==> src/rtl/counter_pkg.sv <==
// -----------------------------------------------------------------------------
// counter_pkg
// Shared constants for the parametrised up/down counter primitive.
//   MODE_WRAP / MODE_SAT : behaviour at the terminal values (0 and MAX)
//   DIR_UP / DIR_DOWN    : encoding of the updown input
// -----------------------------------------------------------------------------
package counter_pkg;

    localparam bit MODE_WRAP = 1'b0;
    localparam bit MODE_SAT  = 1'b1;

    localparam bit DIR_UP    = 1'b1;
    localparam bit DIR_DOWN  = 1'b0;

endpackage : counter_pkg

==> src/rtl/updown_counter_param.sv <==
// -----------------------------------------------------------------------------
// updown_counter_param
// General-purpose load / up-down counter with programmable modulus (MAX),
// count enable, wrap-or-saturate terminal behaviour, terminal-count flag,
// a one-cycle boundary-event pulse and sticky overflow/underflow flags.
//
// Parameters
//   WIDTH   : counter width in bits (2..32)
//   MAX     : highest count value, 1..2**WIDTH-1; q stays within 0..MAX
//   MODE    : MODE_WRAP (modulo MAX+1) or MODE_SAT (hold at 0 / MAX)
//   RST_VAL : value of q after reset, must not exceed MAX
//
// Ports
//   clk       : clock, all state updates on the rising edge
//   rst       : asynchronous active-low reset
//   en        : count enable
//   load      : synchronous parallel load, takes priority over en
//   updown    : direction, 1 = up, 0 = down
//   d         : load value (values above MAX clamp to MAX)
//   clr_flags : synchronous clear of ovf/udf
//   q         : registered count
//   tc        : combinational terminal count for the current direction
//   evt       : registered pulse, last enabled step hit a boundary
//   ovf       : sticky, up-step attempted at q == MAX
//   udf       : sticky, down-step attempted at q == 0
// -----------------------------------------------------------------------------
module updown_counter_param
    import counter_pkg::*;
#(
    parameter int unsigned WIDTH   = 8,
    parameter int unsigned MAX     = (WIDTH >= 32) ? 32'hFFFF_FFFF
                                                   : ((32'd1 << WIDTH) - 32'd1),
    parameter bit          MODE    = MODE_WRAP,
    parameter int unsigned RST_VAL = 0
) (
    input  logic             clk,
    input  logic             rst,
    input  logic             en,
    input  logic             load,
    input  logic             updown,
    input  logic [WIDTH-1:0] d,
    input  logic             clr_flags,
    output logic [WIDTH-1:0] q,
    output logic             tc,
    output logic             evt,
    output logic             ovf,
    output logic             udf
);

    localparam logic [WIDTH-1:0] MAX_V = WIDTH'(MAX);
    localparam logic [WIDTH-1:0] RST_V = WIDTH'(RST_VAL);

    // Elaboration-time parameter sanity checks.
    if (WIDTH < 2 || WIDTH > 32) begin : g_chk_width
        $error("updown_counter_param: WIDTH must be in 2..32");
    end
    if (MAX < 1 || (WIDTH < 32 && MAX > ((32'd1 << WIDTH) - 32'd1))) begin : g_chk_max
        $error("updown_counter_param: MAX must be in 1..2**WIDTH-1");
    end
    if (RST_VAL > MAX) begin : g_chk_rst_val
        $error("updown_counter_param: RST_VAL must not exceed MAX");
    end

    logic [WIDTH-1:0] count_q, count_d;
    logic             evt_q,   evt_d;
    logic             ovf_q,   ovf_d;
    logic             udf_q,   udf_d;

    logic             at_max;
    logic             at_zero;

    // Load values above the modulus are pulled back into range so q can
    // never leave 0..MAX.
    function automatic logic [WIDTH-1:0] clamp_load(input logic [WIDTH-1:0] val);
        return (val > MAX_V) ? MAX_V : val;
    endfunction

    // Boundary is detected before stepping, so no carry/borrow bit is needed
    // and a non-power-of-two MAX wraps cleanly.
    function automatic logic [WIDTH-1:0] step_value(input logic [WIDTH-1:0] cur,
                                                    input logic             dir);
        logic [WIDTH-1:0] nxt;
        nxt = cur;
        if (dir == DIR_UP) begin
            if (cur == MAX_V) begin
                nxt = (MODE == MODE_SAT) ? MAX_V : '0;
            end else begin
                nxt = cur + WIDTH'(1);
            end
        end else begin
            if (cur == '0) begin
                nxt = (MODE == MODE_SAT) ? '0 : MAX_V;
            end else begin
                nxt = cur - WIDTH'(1);
            end
        end
        return nxt;
    endfunction

    assign at_max  = (count_q == MAX_V);
    assign at_zero = (count_q == '0);

    always_comb begin
        count_d = count_q;
        evt_d   = 1'b0;
        // A boundary event below overrides the clear, so a same-edge event
        // still leaves the flag set.
        ovf_d   = ovf_q & ~clr_flags;
        udf_d   = udf_q & ~clr_flags;

        if (load) begin
            count_d = clamp_load(d);
        end else if (en) begin
            count_d = step_value(count_q, updown);
            if ((updown == DIR_UP) && at_max) begin
                evt_d = 1'b1;
                ovf_d = 1'b1;
            end else if ((updown == DIR_DOWN) && at_zero) begin
                evt_d = 1'b1;
                udf_d = 1'b1;
            end
        end
    end

    always_ff @(posedge clk or negedge rst) begin
        if (!rst) begin
            count_q <= RST_V;
            evt_q   <= 1'b0;
            ovf_q   <= 1'b0;
            udf_q   <= 1'b0;
        end else begin
            count_q <= count_d;
            evt_q   <= evt_d;
            ovf_q   <= ovf_d;
            udf_q   <= udf_d;
        end
    end

    assign q   = count_q;
    assign evt = evt_q;
    assign ovf = ovf_q;
    assign udf = udf_q;

    // Terminal count looks at the live direction so it flips with updown
    // without waiting for a clock edge.
    assign tc  = ((updown == DIR_UP) && at_max) || ((updown == DIR_DOWN) && at_zero);

endmodule : updown_counter_param

==> config.mk <==
export PLATFORM = sky130hd
export DESIGN_NAME = updown_counter_param
export DESIGN_NICKNAME = d
export VERILOG_FILES = /design/src/rtl/counter_pkg.sv /design/src/rtl/updown_counter_param.sv
export SDC_FILE = /design/constraint.sdc
export NUM_CORES = 1
export LEC_CHECK = 0
export ABC_AREA = 1
export CORE_ASPECT_RATIO = 1.5
export CORE_MARGIN = 2
export CORE_UTILIZATION = 31
export CTS_CLUSTER_DIAMETER = 30
export DETAILED_ROUTE_END_ITERATION = 7
export GPL_TIMING_DRIVEN = 0
export PLACE_DENSITY = 0.63
export SETUP_SLACK_MARGIN = 0.1
export SLEW_MARGIN = 20
export SYNTH_ARGS = -nofsm -noshare
export SYNTH_HDL_FRONTEND = slang
export SYNTH_SLANG_ARGS = --single-unit
==> constraint.sdc <==
create_clock -name clk -period 2.7 [get_ports clk]
set_input_delay 0.405 -clock clk [delete_from_list [all_inputs] [get_ports clk]]
set_output_delay 0.405 -clock clk [all_outputs]
set_load 0.1 [all_outputs]
==> metrics.md, run 1 <==
| Metric | Value |
|---|---|
| Min-Delay Endpoint | `udf` |
| Critical path required time | `between 2000 and 2500 ps` |
| NumNets Final | `roughly 190` |
| Worst hold path depth | `2` |
| Fin crit period | `roughly 2500 ps` |
| Die W | `51.66 µm` |
| Die Y | `roughly 75 µm` |
| Worst Skew | `around 0.90 ps` |
| Total GRT Usage | `0.1530` |
| Final setup fails | `0` |
| Remaining antenna violation count | `0` |
| CORE AREA | `~3300 µm²` |
| Most numerous cell in the Yosys netlist | `nand2_1` |
| PD cells | `515.7 nW/µm²` |
| Drc violations | `0` |
| Yosys warnings | `0` |
| Post-synth EDFFs | `0` |
| Fin cells | `around 220` |
| Max_cap viols | `0` |
| Reg clk slew, reported paths | `around 50 ps` |
| Biggest area consumer among synthesized cells | `dfrtp_1` |
| Latest clock arrival within the worst-skew pair | `between 200 and 250 ps` |
| WL per Instance | `roughly 12 µm` |
| Worst hold path class | `reg -> reg` |
| Largest net degree at the start of global routing | `12` |
| Relative slew margins | `0.3432` |
| Post-synthesis cell type count | `30` |
| Critical path peak fanout | `8` |
| Fin crit share | `0.9107` |
| Hold-fix buffers, CTS | `0` |
| Worst Setup Path Type | `in -> out` |
| R2R Path End | `q[3]` |
| Synth cell count leaders | `47 x nand2_1, 15 x inv_1, 13 x nand3_1` |
| Share of layout cells above drive strength 1 | `0.1850` |
| Cell Area, Synth | `1056 µm²` |
| Initial DRC Count | `between 40 and 50` |
| Synthesized instance count | `144` |
| Site row count | `26` |
| Final setup TNS | `0 ps` |
| First-pass detailed-route iteration total | `4` |
| Placed Area | `around 1400 µm²` |
| Outcome | `complete, no violations` |
| Initial core utilization | `0.3183` |
| Critical Path Start | `updown` |
| Synth area leaders | `dfrtp_1 26%, nand2_1 17%, nand3_1 6.2%, inv_1 5.3%, nor2_8 3.8%` |
| Longest Clk Path Bufs | `2` |
| RR Startpoint | `q[0]` |
| Routed wire length | `2.650 mm` |
| Antenna cell count | `0` |
| Ports | `26` |
| Max Clock Freq | `slightly above 400 MHz` |
| Syn nets | `between 150 and 200` |
| Main synth FF type | `dfrtp_1` |
| Area grow syn2layout | `33.77%` |
| Max VDD drop | `approximately 0.37 mV` |
| Initial antenna violation count | `0` |
| Vias in the first global route | `a little over 1000` |
| H-tree levels | `1` |
| Asr flop ratio synth | `1.000` |
| Arrival time worst endpoint | `around 2100 ps` |
| Flop and latch count out of synthesis | `11` |
| Leak | `0.6801 nW` |
| CTS tree | `built` |
| Placed cells | `211` |
| Final Wtd Congestion | `around 0.90` |
| Fin area | `approximately 1400 µm²` |
| Gr ovfl total | `0` |
| Post-synth top area share | `0.2607` |
| Register area share after synthesis | `0.2607` |
| Crit path launch type | `input pin` |
| Slew Limit Fails | `0` |
| DIE AREA | `a little under 4000 µm²` |
| Tot Pwr | `between 0.7 and 0.8 mW` |
| Reg2reg path depth | `8` |
| First-pass GRT wire length | `4.505 mm` |
| Hold Startpoint | `udf` |
| Port bufs | `25` |
| R2R setup slack | `1230 ps` |
| Via/cell ratio | `around 4.8` |
| Unrepaired setup endpoints after global routing | `no` |
| Sink Count | `11` |
| Setup crit end kind | `primary output` |
| Slew at the pin with the worst max-slew slack | `982.2 ps` |
| Synthesized area per cell | `roughly 7.3 µm²` |
| Hold Vio Cnt, Final | `0` |
| DP HPWL | `2.139 mm` |
| Num CTS Buffers | `3` |
| CTS Root Cell | `clkbuf_8` |
| Vias | `between 1000 and 1500` |
[through the flow]
stage / util / hold slack (ps) / worst slack, ps
after global placement: 0.4118 / 467.0 / -331.5
after detailed placement: 0.4118 / 482.6 / -337.6
final: 0.4257 / 490.2 / 241.2
after global routing: 0.4257 / 514.7 / 128.7
after floorplan: - / 109.4 / 160.9
after CTS: 0.4257 / 499.8 / 233.8
[layout by cell type (no fill, tap or decap), types with 4 or more instances in the layout]
cell	instances
a22oi_1	5
clkdlybuf4s50_1	24
nand3_1	13
o21ai_0	4
nand2_1	47
clkbuf_8	4
dfrtp_2	6
dfrtp_1	5
nor2_1	10
inv_1	15
[report_power, final]
part	switching (mW)	total [mW]	internal, mW
Combinational	0.244	0.357	0.113
Clock	0.0626	0.166	0.104
Sequential	0.0227	0.205	0.182
Total	0.329	0.728	0.400
[flip-flops by register name (all words and copies together), names as in the netlist]
name	count
evt	1
q	8
udf	1
ovf	1
[worst max-delay path by stage]
stage,to,slack (ps),cells past startpoint
floorplan,tc,160,6
global placement,tc,-330,6
detailed placement,tc,-340,6
CTS,tc,230,6
global route,tc,130,8
finish,tc,240,6
[logic make-up (layout without fill, tap and decap cells)]
logic type,Yosys count,in the layout,share of synthesized area
AOI/OAI and AO/OA,19,19,0.1161
xor gates and xnor gates,4,4,0.03318
DFF,11,11,0.2607
and+or+nand+nor,82,82,0.4100
buffers and inverters,25,54,0.1445
adders and majority gates,3,3,0.03555
[per-layer routing]
layer	up-vias	wire length, µm	global-route usage
li1	519	-	-
met1	475	1070	0.1733
met2	19	1461	0.2707
met3	10	27	0.01373
met4	0	91	0.1023
met5	-	0	0
[worst max-delay path: stages]
cell and delay, ps:
clkdlybuf4s50_1 620, inv_2 150, nor2_1 170, inv_1 70, nand2_1 80, clkdlybuf4s15_2 550
[final cells by class]
class / instances / area [µm²]
Sequential cell: 11 / 282.8
Timing Repair Buffer: 25 / 251.5
Inverter: 21 / 105.1
Tap cell: 42 / 52.55
Fill cell: 376 / 1906
Multi-Input combinational cell: 108 / 628.1
Buffer: 4 / 47.55
Clock buffer: 4 / 45.04
[what timing repair did]
| action | CTS | global route |
|---|---|---|
| resized for setup | 3 | 0 |
| setup buffers | 0 | 0 |
| setup endpoints to repair | 1 | 0 |
(Power assumes the default switching activity.)
==> inputs of run 2 (changes only) <==
- HOLD_SLACK_MARGIN: default -> 0.15
==> results of run 2 <==
Final layout, timing and power as in run 1 (identical DEF).
==> inputs of run 3 (changes only) <==
- clock period: 2.7 -> 2.6 ns (I/O delays scaled with it)
==> metrics.md, run 3 (synthesis results as in run 1) <==
| Metric | Value |
|---|---|
| Outcome | `complete, no violations` |
| Critical path peak fanout | `8` |
| Slew at the pin with the worst max-slew slack | `974.0 ps` |
| Fin crit period | `around 2300 ps` |
| Unrepaired setup endpoints after global routing | `no` |
| Worst hold path class | `reg -> reg` |
| Antenna cell count | `0` |
| Hold Startpoint | `ovf` |
| Reg clk slew, reported paths | `50 ps` |
| Relative slew margins | `0.3486` |
| Part of the power in the clock network | `0.227` |
| Fillers | `361` |
| Final Wtd Congestion | `about 0.76` |
| CTS tree | `built` |
| Share of layout cells above drive strength 1 | `0.1965` |
| GR Util met1 | `0.1675` |
| Crit path launch type | `input pin` |
| First-pass detailed-route iteration total | `4` |
| Setup bufs post-CTS | `0` |
| Combinational power share | `0.490` |
| Worst hold path depth | `2` |
| R2R Path End | `q[7]` |
| Area grow syn2layout | `33.41%` |
| R2R setup slack | `~1100 ps` |
| Leak | `around 0.68 nW` |
| Fin crit share | `0.8723` |
| RR Startpoint | `q[0]` |
| Slew Limit Fails | `0` |
| Most frequent cells in the layout | `47 x nand2_1, 24 x clkdlybuf4s50_1, 15 x inv_1` |
| Worst Setup Path Type | `in -> out` |
| Multi-input logic area | `roughly 630 µm²` |
| DP HPWL | `approximately 2.1 mm` |
| Grt peak-use layer | `met2` |
| Longest Clk Path Bufs | `2` |
| Critical path required time | `2210 ps` |
| Switching component of the power | `between 0.3 and 0.4 mW` |
| Sw Share | `0.4485` |
| Remaining antenna violation count | `0` |
| Critical-path cell list | `clkdlybuf4s50_1 -> inv_2 -> nor2_1 -> inv_1 -> nand2_1 -> buf_2` |
| Latest clock arrival within the worst-skew pair | `~240 ps` |
| DIE AREA | `a little under 4000 µm²` |
| Max_cap viols | `0` |
| Ports | `26` |
| Port bufs | `25` |
| Design internal power | `around 0.42 mW` |
| Fin area | `~1400 µm²` |
| Die Y | `75.48 µm` |
| Met3 usage | `0.01373` |
| Fin util | `0.4246` |
| Fin cells | `between 200 and 250` |
| Placed Area | `about 1400 µm²` |
| Total GRT Usage | `0.1559` |
| Sink Count | `11` |
| Vias | `approximately 1000` |
| CTS Root Cell | `clkbuf_8` |
| Setup crit end kind | `primary output` |
| Sequential cell area | `between 200 and 300 µm²` |
| Grt met2 use | `0.2877` |
| PD cells | `between 500 and 600 nW/µm²` |
| Site row count | `26` |
| Routed wire length | `between 2 and 3 mm` |
| Sequential share of power | `0.283` |
| NumNets Final | `roughly 190` |
| Initial antenna violation count | `0` |
| Slowest CP cell | `clkdlybuf4s50_1` |
| Largest net degree at the start of global routing | `12` |
| H-tree levels | `1` |
| Die W | `51.66 µm` |
| Leading cell type in the layout, fill and taps excluded | `nand2_1` |
| Initial core utilization | `0.3183` |
| First-pass GRT wire length | `4.609 mm` |
| Max reg flops | `8` |
| Max VDD drop | `approximately 0.33 mV` |
| Hold Vio Cnt, Final | `0` |
| Via/cell ratio | `approximately 4.8` |
| Num CTS Buffers | `3` |
| Final setup fails | `0` |
| Min-Delay Endpoint | `ovf` |
| Reg2reg path depth | `8` |
| Max Clock Freq | `440.9 MHz` |
| Drc violations | `0` |
| Hold_ws | `about 480 ps` |
| Gr ovfl total | `0` |
| Worst Skew | `0.3811 ps` |
| Placed cells | `roughly 210` |
| Vias in the first global route | `1084` |
| Peak per-stage delay on the critical path | `around 610 ps` |
| CORE AREA | `about 3300 µm²` |
| Arrival time worst endpoint | `1880 ps` |
| WL per Instance | `12.07 µm` |
| Initial DRC Count | `19` |
[run 3: metrics by stage]
| step | setup WS [ps] | TNS [ps] | power, mW |
|---|---|---|---|
| floorplan | 169.4 | 0 | 0.4916 |
| global placement | -384.0 | -384.0 | 0.5827 |
| detailed placement | -394.7 | -394.7 | 0.5874 |
| CTS | 170.2 | 0 | 0.7640 |
| global route | 217.7 | 0 | 0.8028 |
| finish | 332.1 | 0 | 0.7537 |
[run 3: area by class of cell]
class                   instances  share of cell area
multi-input cells             108              0.4458
clock buffers                   4             0.03197
repair buffers                 25              0.1741
flip-flops and latches         11              0.2025
well taps                      42             0.03730
inverters                      21             0.07460
plain buffers                   4             0.03375
[run 3: metal layers]
| metal | routed length, µm | up-vias |
|---|---|---|
| met5 | 0 | - |
| met4 | 108 | 0 |
| met3 | 42 | 10 |
| met2 | 1418 | 19 |
| met1 | 1025 | 478 |
| li1 | - | 519 |
[run 3: power groups by stage]
stage	clock network [mW]	logic [mW]	registers, mW
after floorplan	0	0.165	0.327
after global placement	0	0.367	0.215
after detailed placement	0	0.371	0.216
after CTS	0.179	0.372	0.213
after global routing	0.187	0.400	0.216
final	0.171	0.369	0.213
[run 3: worst max-delay path, delay by kind of cell]
family	cells	cell delay (ps)
buffers and inverters	4	1250
and+or+nand+nor	2	240
[run 3: how the worst max path moves through the flow]
stage | start | to | slack, ps | cells past startpoint
3_5_place_dp | updown | tc | -390 | 6
2_1_floorplan | q[0] | tc | 170 | 7
4_1_cts | updown | tc | 170 | 6
5_1_grt | q[0] | tc | 220 | 8
6_report | updown | tc | 330 | 6
3_3_place_gp | updown | tc | -380 | 6
[run 3: what timing repair did]
action,4_1_cts,5_1_grt
endpoints found under the setup margin,1,1
hold buffers,0,0
resized for setup,3,2
